`src/rtl/trb_bus_pkg.sv`:
```
// trb_bus_pkg: shared definitions for the TRB register-bus master.
// Holds the master FSM state encoding, the 2-bit response status codes
// and the bus width constants used by the interface and the RTL.
package trb_bus_pkg;

    localparam int unsigned ADDR_W = 16;
    localparam int unsigned DATA_W = 32;

    typedef enum logic [1:0] {
        S_IDLE,
        S_ISSUE,
        S_WAIT,
        S_RESP
    } state_t;

    localparam logic [1:0] ST_ACK  = 2'b00;
    localparam logic [1:0] ST_NACK = 2'b01;
    localparam logic [1:0] ST_UNK  = 2'b10;
    localparam logic [1:0] ST_TMO  = 2'b11;

endpackage

```
`src/rtl/trb_reg_master_if.sv`:
```
// trb_reg_master_if: TRB slow-control register bus between a master and a
// register slave (e.g. ComTrans).
//   addr    : bus address             (master -> slave)
//   data    : bus write data          (master -> slave)
//   wr / rd : single-cycle strobes    (master -> slave)
//   rdata   : slave read data         (slave -> master)
//   ack / nack / unknown : terminating replies (slave -> master)
interface trb_reg_master_if;
    import trb_bus_pkg::*;

    logic [ADDR_W-1:0] addr;
    logic [DATA_W-1:0] data;
    logic              wr;
    logic              rd;
    logic [DATA_W-1:0] rdata;
    logic              ack;
    logic              nack;
    logic              unknown;

    modport master (
        output addr, data, wr, rd,
        input  rdata, ack, nack, unknown
    );

    modport slave (
        input  addr, data, wr, rd,
        output rdata, ack, nack, unknown
    );

endinterface

```
`src/rtl/trb_timeout_cnt.sv`:
```
// trb_timeout_cnt: reply-timeout counter for the TRB register master.
//   clk : clock
//   rst : synchronous active-high reset
//   clr : synchronous clear (wins over en)
//   en  : count enable; the counter holds once it reaches TIMEOUT-1
//   tc  : terminal count, high while count == TIMEOUT-1
module trb_timeout_cnt #(
    parameter int unsigned TIMEOUT = 64
) (
    input  logic clk,
    input  logic rst,
    input  logic clr,
    input  logic en,
    output logic tc
);

    localparam int unsigned W = $clog2(TIMEOUT);
    localparam logic [W-1:0] LAST = W'(TIMEOUT - 1);

    logic [W-1:0] count;

    always_ff @(posedge clk) begin
        if (rst || clr) begin
            count <= '0;
        end else if (en && !tc) begin
            count <= count + 1'b1;
        end
    end

    assign tc = (count == LAST);

endmodule

```
`src/rtl/trb_reg_master.sv`:
```
// trb_reg_master: TRB slow-control register-bus initiator.
// Accepts one read/write command, strobes wr or rd for one cycle, waits for
// unknown/nack/ack (that priority) or a timeout, then presents a response.
// Optional feature macro: TRB_MASTER_RETRY_EN -- reissue on nack up to
// MAX_RETRY times, with one idle cycle before each reissue.
// Ports:
//   Cclk, rst                 : bus clock, synchronous active-high reset
//   cmd_valid/ready/write/addr/wdata : command handshake
//   rsp_valid/ready/status/rdata     : response handshake
//   bus                       : register bus (master modport)
module trb_reg_master
    import trb_bus_pkg::*;
#(
    parameter int unsigned TIMEOUT   = 64,
    parameter int unsigned MAX_RETRY = 3
) (
    input  logic               Cclk,
    input  logic               rst,
    input  logic               cmd_valid,
    output logic               cmd_ready,
    input  logic               cmd_write,
    input  logic [ADDR_W-1:0]  cmd_addr,
    input  logic [DATA_W-1:0]  cmd_wdata,
    output logic               rsp_valid,
    input  logic               rsp_ready,
    output logic [1:0]         rsp_status,
    output logic [DATA_W-1:0]  rsp_rdata,
    trb_reg_master_if.master   bus
);

    state_t state;
    logic   is_write;
    logic   tmo;

    trb_timeout_cnt #(.TIMEOUT(TIMEOUT)) u_tmo (
        .clk (Cclk),
        .rst (rst),
        .clr (state == S_ISSUE),
        .en  (state == S_WAIT),
        .tc  (tmo)
    );

`ifdef TRB_MASTER_RETRY_EN
    localparam logic [3:0] RETRY_LIMIT = 4'(MAX_RETRY);
    logic [3:0] retry_cnt;
    // A reissue enters ISSUE with gap set: that first ISSUE cycle keeps the
    // strobes low, the following one carries the strobe.
    logic       gap;
`else
    logic unused_max_retry;
    assign unused_max_retry = ^MAX_RETRY;
`endif

    always_ff @(posedge Cclk) begin
        if (rst) begin
            state      <= S_IDLE;
            is_write   <= 1'b0;
            cmd_ready  <= 1'b1;
            rsp_valid  <= 1'b0;
            rsp_status <= ST_ACK;
            rsp_rdata  <= '0;
            bus.addr   <= '0;
            bus.data   <= '0;
            bus.wr     <= 1'b0;
            bus.rd     <= 1'b0;
`ifdef TRB_MASTER_RETRY_EN
            retry_cnt  <= '0;
            gap        <= 1'b0;
`endif
        end else begin
            case (state)
                S_IDLE: begin
                    if (cmd_valid) begin
                        is_write  <= cmd_write;
                        bus.addr  <= cmd_addr;
                        bus.data  <= cmd_wdata;
                        bus.wr    <= cmd_write;
                        bus.rd    <= !cmd_write;
                        cmd_ready <= 1'b0;
                        rsp_rdata <= '0;
`ifdef TRB_MASTER_RETRY_EN
                        retry_cnt <= '0;
                        gap       <= 1'b0;
`endif
                        state     <= S_ISSUE;
                    end
                end

                S_ISSUE: begin
`ifdef TRB_MASTER_RETRY_EN
                    if (gap) begin
                        gap    <= 1'b0;
                        bus.wr <= is_write;
                        bus.rd <= !is_write;
                    end else
`endif
                    begin
                        bus.wr <= 1'b0;
                        bus.rd <= 1'b0;
                        state  <= S_WAIT;
                    end
                end

                S_WAIT: begin
                    if (bus.unknown) begin
                        rsp_status <= ST_UNK;
                        rsp_valid  <= 1'b1;
                        state      <= S_RESP;
                    end else if (bus.nack) begin
`ifdef TRB_MASTER_RETRY_EN
                        if (retry_cnt != RETRY_LIMIT) begin
                            retry_cnt <= retry_cnt + 1'b1;
                            gap       <= 1'b1;
                            state     <= S_ISSUE;
                        end else
`endif
                        begin
                            rsp_status <= ST_NACK;
                            rsp_valid  <= 1'b1;
                            state      <= S_RESP;
                        end
                    end else if (bus.ack) begin
                        rsp_status <= ST_ACK;
                        if (!is_write) begin
                            rsp_rdata <= bus.rdata;
                        end
                        rsp_valid  <= 1'b1;
                        state      <= S_RESP;
                    end else if (tmo) begin
                        rsp_status <= ST_TMO;
                        rsp_valid  <= 1'b1;
                        state      <= S_RESP;
                    end
                end

                S_RESP: begin
                    if (rsp_ready) begin
                        rsp_valid  <= 1'b0;
                        rsp_status <= ST_ACK;
                        rsp_rdata  <= '0;
                        bus.addr   <= '0;
                        bus.data   <= '0;
                        cmd_ready  <= 1'b1;
                        state      <= S_IDLE;
                    end
                end

                default: state <= S_IDLE;
            endcase
        end
    end

endmodule

```
`src/flat_wrapper.sv`:
```
// flat-port wrapper written by rule: the top's interface ports become plain ports
module trb_reg_master_flat import trb_bus_pkg::*;
#(
    parameter int unsigned TIMEOUT   = 64,
    parameter int unsigned MAX_RETRY = 3
)
  (Cclk, rst, cmd_valid, cmd_ready, cmd_write, cmd_addr, cmd_wdata, rsp_valid, rsp_ready, rsp_status, rsp_rdata, bus_addr, bus_data, bus_wr, bus_rd, bus_rdata, bus_ack, bus_nack, bus_unknown);
  trb_reg_master_if bus_i ();
  input  logic Cclk;
  input  logic rst;
  input  logic cmd_valid;
  output logic cmd_ready;
  input  logic cmd_write;
  input  logic [ADDR_W-1:0] cmd_addr;
  input  logic [DATA_W-1:0] cmd_wdata;
  output logic rsp_valid;
  input  logic rsp_ready;
  output logic [1:0] rsp_status;
  output logic [DATA_W-1:0] rsp_rdata;
  output wire logic [$bits(bus_i.addr)-1:0] bus_addr;
  output wire logic [$bits(bus_i.data)-1:0] bus_data;
  output wire logic [$bits(bus_i.wr)-1:0] bus_wr;
  output wire logic [$bits(bus_i.rd)-1:0] bus_rd;
  input wire logic [$bits(bus_i.rdata)-1:0] bus_rdata;
  input wire logic [$bits(bus_i.ack)-1:0] bus_ack;
  input wire logic [$bits(bus_i.nack)-1:0] bus_nack;
  input wire logic [$bits(bus_i.unknown)-1:0] bus_unknown;
  assign bus_addr = bus_i.addr;
  assign bus_data = bus_i.data;
  assign bus_wr = bus_i.wr;
  assign bus_rd = bus_i.rd;
  assign bus_i.rdata = bus_rdata;
  assign bus_i.ack = bus_ack;
  assign bus_i.nack = bus_nack;
  assign bus_i.unknown = bus_unknown;
  trb_reg_master #(.TIMEOUT(TIMEOUT), .MAX_RETRY(MAX_RETRY)) u_core (.Cclk(Cclk), .rst(rst), .cmd_valid(cmd_valid), .cmd_ready(cmd_ready), .cmd_write(cmd_write), .cmd_addr(cmd_addr), .cmd_wdata(cmd_wdata), .rsp_valid(rsp_valid), .rsp_ready(rsp_ready), .rsp_status(rsp_status), .rsp_rdata(rsp_rdata), .bus(bus_i));
endmodule
```
`config.mk`:
```
export PLATFORM = sky130hd
export DESIGN_NAME = trb_reg_master_flat
export DESIGN_NICKNAME = d
export VERILOG_FILES = /design/src/rtl/trb_bus_pkg.sv /design/src/rtl/trb_reg_master_if.sv /design/src/rtl/trb_timeout_cnt.sv /design/src/rtl/trb_reg_master.sv /design/src/flat_wrapper.sv
export SDC_FILE = /design/constraint.sdc
export NUM_CORES = 1
export LEC_CHECK = 0
export ABC_AREA = 1
export CORE_UTILIZATION = 48
export DETAILED_ROUTE_END_ITERATION = 10
export PLACE_DENSITY = 0.94
export REMOVE_ABC_BUFFERS = 1
export SLEW_MARGIN = 15
export SYNTH_ARGS = -nofsm -noshare
export SYNTH_HDL_FRONTEND = slang
export SYNTH_HIERARCHICAL = 1
export SYNTH_SLANG_ARGS = --single-unit
```
`constraint.sdc`:
```
create_clock -name Cclk -period 4.1 [get_ports Cclk]
set_input_delay 0.41 -clock Cclk [delete_from_list [all_inputs] [get_ports Cclk]]
set_output_delay 0.41 -clock Cclk [all_outputs]
set_load 0.005 [all_outputs]
```
**Word level (Yosys, flattened, before mapping)**

Cells that the tools add are included.

- Register bits: 95
- Bits in latches: 0
- Memory bits (writable): 0
- Memory bits (read-only): 0
- Bits of input ports: 88
- Output and inout bits: 86
- Logic and storage cells: 74
- Memories kept: 0

- $add $sub $neg: 1
- Multiply operators: 0
- Div/mod/pow operators: 0
- $lt $le $gt $ge: 0
- Eq/ne operators: 11
- Shifts and indexed selects: 0
- Muxes and demuxes: 36
- Bitwise gates (word level): 0
- Reductions and logical operators: 15

Operators by type and width:

| operator | number |
|---|---|
| 32-bit two-way mux | 7 |
| 32-bit one-hot mux with 3 select lines | 1 |
| 32-bit one-hot mux with 2 select lines | 1 |
| 16-bit two-way mux | 2 |
| 16-bit one-hot mux with 2 select lines | 1 |
| 2-bit two-way mux | 9 |
| 2-bit != test, second input constant | 6 |
| 1-bit two-way mux | 9 |
| 3-bit AND reduction | 3 |
| 1-bit one-hot mux with 2 select lines | 4 |
| 2-bit one-hot mux with 4 select lines | 1 |
| 7-bit AND reduction | 1 |
| 6-bit by 1-bit adder with 6-bit output, second input constant | 1 |
| 6-bit equality test, second input constant | 1 |
| 2-bit nonzero test | 3 |
| 5-bit by 4-bit != test with 1-bit output, second input constant | 1 |
| 2-bit equality test, second input constant | 2 |
| 2-bit one-hot mux with 2 select lines | 1 |
| 2-bit AND reduction | 2 |
| 3-bit nonzero test | 1 |
| 2-bit by 1-bit equality test with 1-bit output, second input constant | 1 |
| 1-bit zero test | 2 |
| 2-bit zero test | 1 |
| 1-bit logical AND | 1 |
| 1-bit logical OR | 1 |

**Depth between registers and ports, before layout**

- Depth in word-level cells: 6
- Mapped depth: 11
- Gate-level depth less buffers: 11

**Hierarchy**

Netlist, hierarchy kept.

Modules (own cells, without submodules):

| module | instances | cells each | area an instance (um^2) |
|---|---|---|---|
| trb_reg_master | 1 | 709 | 4367.9 |
| trb_timeout_cnt | 1 | 49 | 339.1 |

**Least setup slack after synthesis**

Ideal clock, no wire load.

- Path kind: reg-to-reg
- Start point: register u_core.state[0]
- End point: register u_core.rsp_rdata[19]
- Setup time: 113 ps
- Data arrival time: 1504 ps
- Data required time: 3987 ps
- Setup slack: 2483 ps
- Stages on the path, launching flop included: 11
- Period minus slack after synthesis: 1617 ps
- Cell sequence: dfxtp_1 inv_1 ha_1 buf_2 nand2_1 nand2_1 nor2_1 buf_2 nand3_1 nand2_1 nor2_1

- Word-level cells in the longest chain between the ends: 3

Ends and longest elaborated chain:

| item | RTL line | RTL |
|---|---|---|
| start: declaration | trb_reg_master.sv:31 | `state_t state;` |
| start signal: assignment | trb_reg_master.sv:56 | `state <= S_IDLE;` |
| start signal: assignment | trb_reg_master.sv:85 | `state <= S_ISSUE;` |
| start signal: assignment | trb_reg_master.sv:100 | `state <= S_WAIT;` |
| 2-bit equality test or 2-bit zero test (tied branches) | trb_reg_master.sv:71 | `case (state)` |
| 2-bit != test (no line) or 3-bit nonzero test (tied branches) | -- |  |
| 7-bit AND reduction (no line) | -- |  |
| end signal: assignment | trb_reg_master.sv:125 | `rsp_rdata <= bus.rdata;` |
| end: declaration | trb_reg_master.sv:27 | `output logic [DATA_W-1:0] rsp_rdata,` |

Several ways; a longest one is shown, not always the timed one.
A chain may end at the register's enable or synchronous reset.

**Final worst setup path**

- Start point: register u_core.state[0]
- End point: register u_core.bus.addr[4]

- Word-level cells in the longest chain between the ends: 3

Ends and longest elaborated chain:

| item | RTL line | RTL |
|---|---|---|
| 2-bit equality test or 2-bit zero test (tied branches) | trb_reg_master.sv:71 |  |
| 2-bit != test (no line) or 2-bit nonzero test (tied branches) | -- |  |
| 3-bit AND reduction (no line) | -- |  |
| end signal: assignment | trb_reg_master.sv:75 | `bus.addr <= cmd_addr;` |
| end: declaration | trb_reg_master_if.sv:21 | `output addr, data, wr, rd,` |

Several ways; a longest one is shown, not always the timed one.

==> metrics.md <==
| Metric | Value |
|---|---|
| Syn_area_per_cell | `6.21 um^2` |
| Worst Skew | `12.6 ps` |
| Leakage power summed over all cells | `3.39 nW` |
| GRT Util Overall | `23.2%` |
| Setup violators final | `0` |
| Number of sinks on the clock net | `95` |
| Number of instances in the synthesized netlist | `758` |
| Number of resized instances in the post-cts repair step | `0` |
| Most instantiated flip-flop cell in the synthesis netlist | `sky130_fd_sc_hd__dfxtp_1` |
| Number of enable flip-flop cells after synthesis | `0` |
| Synth Cell Area | `4710 um^2` |
| Placeable core region | `9370 um^2` |
| I/O pin count | `174` |
| Sort of element at the start of the critical path | `register` |
| Std-Cell Rows | `35` |
| Number of hold-slack violations in the final timing report | `0` |
| Antenna violations before repair | `0` |
| Layout area overhead | `42.5%` |
| Core utilization of the finished layout | `71.6%` |
| Unrepaired setup endpoints after global routing | `false` |
| Die Y-Extent | `101 um` |
| Flop and latch count out of synthesis | `95` |
| Data required time of the worst path | `4350 ps` |
| Power per Cell Area | `763 nW/um^2` |
| Routed len/inst | `11.5 um` |
| Number of buffers created by CTS | `9` |
| CP endpoint kind | `register` |
| Wire length of the first global-routing pass | `18,900 um` |
| Routability congestion estimate | `0.842` |
| Hold crit path type | `register to register` |
| Deepest level of the CTS H-tree | `3` |
| Result of the run | `complete, no violations` |
| Post-synth cell types | `26` |
| Remaining DRCs | `0` |
| Final clock period utilization by the worst path | `56.4%` |
| Initial detailed-routing violation count | `207` |
| Total count of max-transition violations in the final report | `0` |
| Nets | `1,007` |
| Initial Utilization | `50.2%` |
| Highest net fanout along the worst path | `48` |
| Number of antenna cells inserted | `0` |
| Type of the worst setup path | `register to register` |
| Dpl hpwl | `8250 um` |
| DRT Wirelength | `12,000 um` |
| Detailed-router iteration count before antenna repair | `4` |
| Highest ir drop seen on vdd | `0.416 mV` |
| Max-slew headroom at the worst pin | `25.5%` |
| Warnings from Yosys | `6` |
| Cts hold-fix bufs | `0` |
| Critical path data arrival time | `2560 ps` |
| Tightest Pin Transition | `1120 ps` |
| Fraction of layout instances using a drive strength above 1 | `4.15%` |
| Async set-or-reset flop fraction in the synthesized netlist | `0%` |
| Number of I/O port buffers | `173` |
| Portion of the post-synthesis area used by sequential elements | `40.4%` |
| Detail-routed via count per cell | `4.59` |
| Die area | `10,200 um^2` |
| Pin count of the biggest net entering global routing | `50` |
| CTS Buffer Depth | `2` |
| Final antenna-violating net count | `0` |
| Commonest non-fill, non-tap cells in the layout | `193 x sky130_fd_sc_hd__nand2_1, 173 x sky130_fd_sc_hd__clkdlybuf4s50_1, 157 x sky130_fd_sc_hd__inv_1, 140 x sky130_fd_sc_hd__nor2_1, 95 x sky130_fd_sc_hd__dfxtp_1` |
| Overall overflow remaining after global route | `0` |
| Post-layout minimum cycle time | `2310 ps` |
| Clock transition at the registers of the reported paths | `100 ps` |
| Setup TNS | `0 ps` |
| Latest clock arrival within the worst-skew pair | `350 ps` |
| Number of max-capacitance violations reported | `0` |
| Leading cell type in the layout, fill and taps excluded | `sky130_fd_sc_hd__nand2_1` |
| Via count of the first global-routing pass | `4,350` |
| Die width | `101 um` |
| Total vias in the final route | `4,795` |
| Post-CTS setup-driven buffer insertion count | `0` |
| TritonCTS clock tree | `yes` |
| Upper clock frequency limit | `432 MHz` |
| Library cell used as clock root buffer | `sky130_fd_sc_hd__clkbuf_8` |
[flip-flops by register name, indices dropped and copies added (netlist names)]
name,count
u_core/rsp_rdata,32
u_core/u_tmo/count,6
u_core/bus.addr,16
u_core/bus.data,32
u_core/bus.wr,1
u_core/is_write,1
u_core/rsp_valid,1
u_core/cmd_ready,1
u_core/bus.rd,1
u_core/rsp_status,2
u_core/state,2
[worst paths after layout]
check	from	to	slack [ps]	cells past startpoint
setup / recovery	u_core/state[0]$_SDFFE_PP0P_	u_core/bus.addr[4]$_SDFFE_PP0P_	1790	7
hold / removal	u_core/cmd_ready$_SDFFE_PP1P_	u_core/cmd_ready$_SDFFE_PP1P_	470	2
setup reg to reg	u_core/state[0]$_SDFFE_PP0P_	u_core/bus.addr[4]$_SDFFE_PP0P_	1790	7
hold reg to reg	u_core/cmd_ready$_SDFFE_PP1P_	u_core/cmd_ready$_SDFFE_PP1P_	470	2
[cells in the mapped netlist, drive strengths merged, types with 3 or more instances]
library cell | number | area share [%]
nand3 | 89 | 9.5
nand4 | 3 | 0.40
nand2 | 199 | 16
nor2 | 145 | 12
clkbuf | 8 | 0.64
o21ai | 4 | 0.50
dfxtp | 95 | 40
inv | 160 | 13
clkinv | 9 | 0.72
buf | 29 | 3.7
a21oi | 4 | 0.50
ha | 8 | 2.1
[final cells by class]
| cell class | count | area, um^2 |
|---|---|---|
| fill | 777 | 2660 |
| multi-input combinational | 457 | 1990 |
| sequential | 95 | 1900 |
| timing repair buffer | 179 | 1780 |
| inverter | 169 | 634 |
| tap | 129 | 161 |
| clock buffer | 10 | 138 |
| clock inverter | 5 | 106 |
[per-stage QoR]
stage          worst slack [ps]  cell area (um^2)  hold slack [ps]  power (mW)  cells
3_5_place_dp               1650              6460              446        4.39   1029
6_report                   1790              6710              470        5.12   1044
5_1_grt                    1600              6710              508        5.57   1044
2_1_floorplan              1480              4500              451        3.10    721
3_3_place_gp               1690              6460              439        4.31   1029
4_1_cts                    1670              6700              472        5.15   1044
[worst max-delay path: stages (launching register included)]
cell	delay, ps
sky130_fd_sc_hd__dfxtp_1	370
sky130_fd_sc_hd__inv_1	150
sky130_fd_sc_hd__ha_1	280
sky130_fd_sc_hd__nand2_1	170
sky130_fd_sc_hd__nor2_4	890
sky130_fd_sc_hd__nand2_1	150
sky130_fd_sc_hd__nand3_1	140
sky130_fd_sc_hd__nor2_1	70
[layer usage]
layer  wire length, um  vias up  track usage (%)
met5                 0        -                0
met4               331        0             11.7
met3               685       26             5.06
met2              5960      165             42.1
met1              4980     2103             25.4
li1                  -     2501                -
[cells by family after synthesis]
| kind of cell | synth area share, % |
|---|---|
| flops | 40.4 |
| fa+ha+maj | 2.13 |
| buf+inv | 17.8 |
| simple gates | 38.3 |
| compound gates | 1.38 |
[power breakdown]
part           total [mW]  leakage, nW  internal [mW]  switching [mW]
combinational        2.81         2.48           1.33            1.48
sequential           1.57        0.786           1.35           0.220
clock               0.739        0.119          0.420           0.319
total                5.12         3.39           3.10            2.02
(Power assumes the default switching activity.)
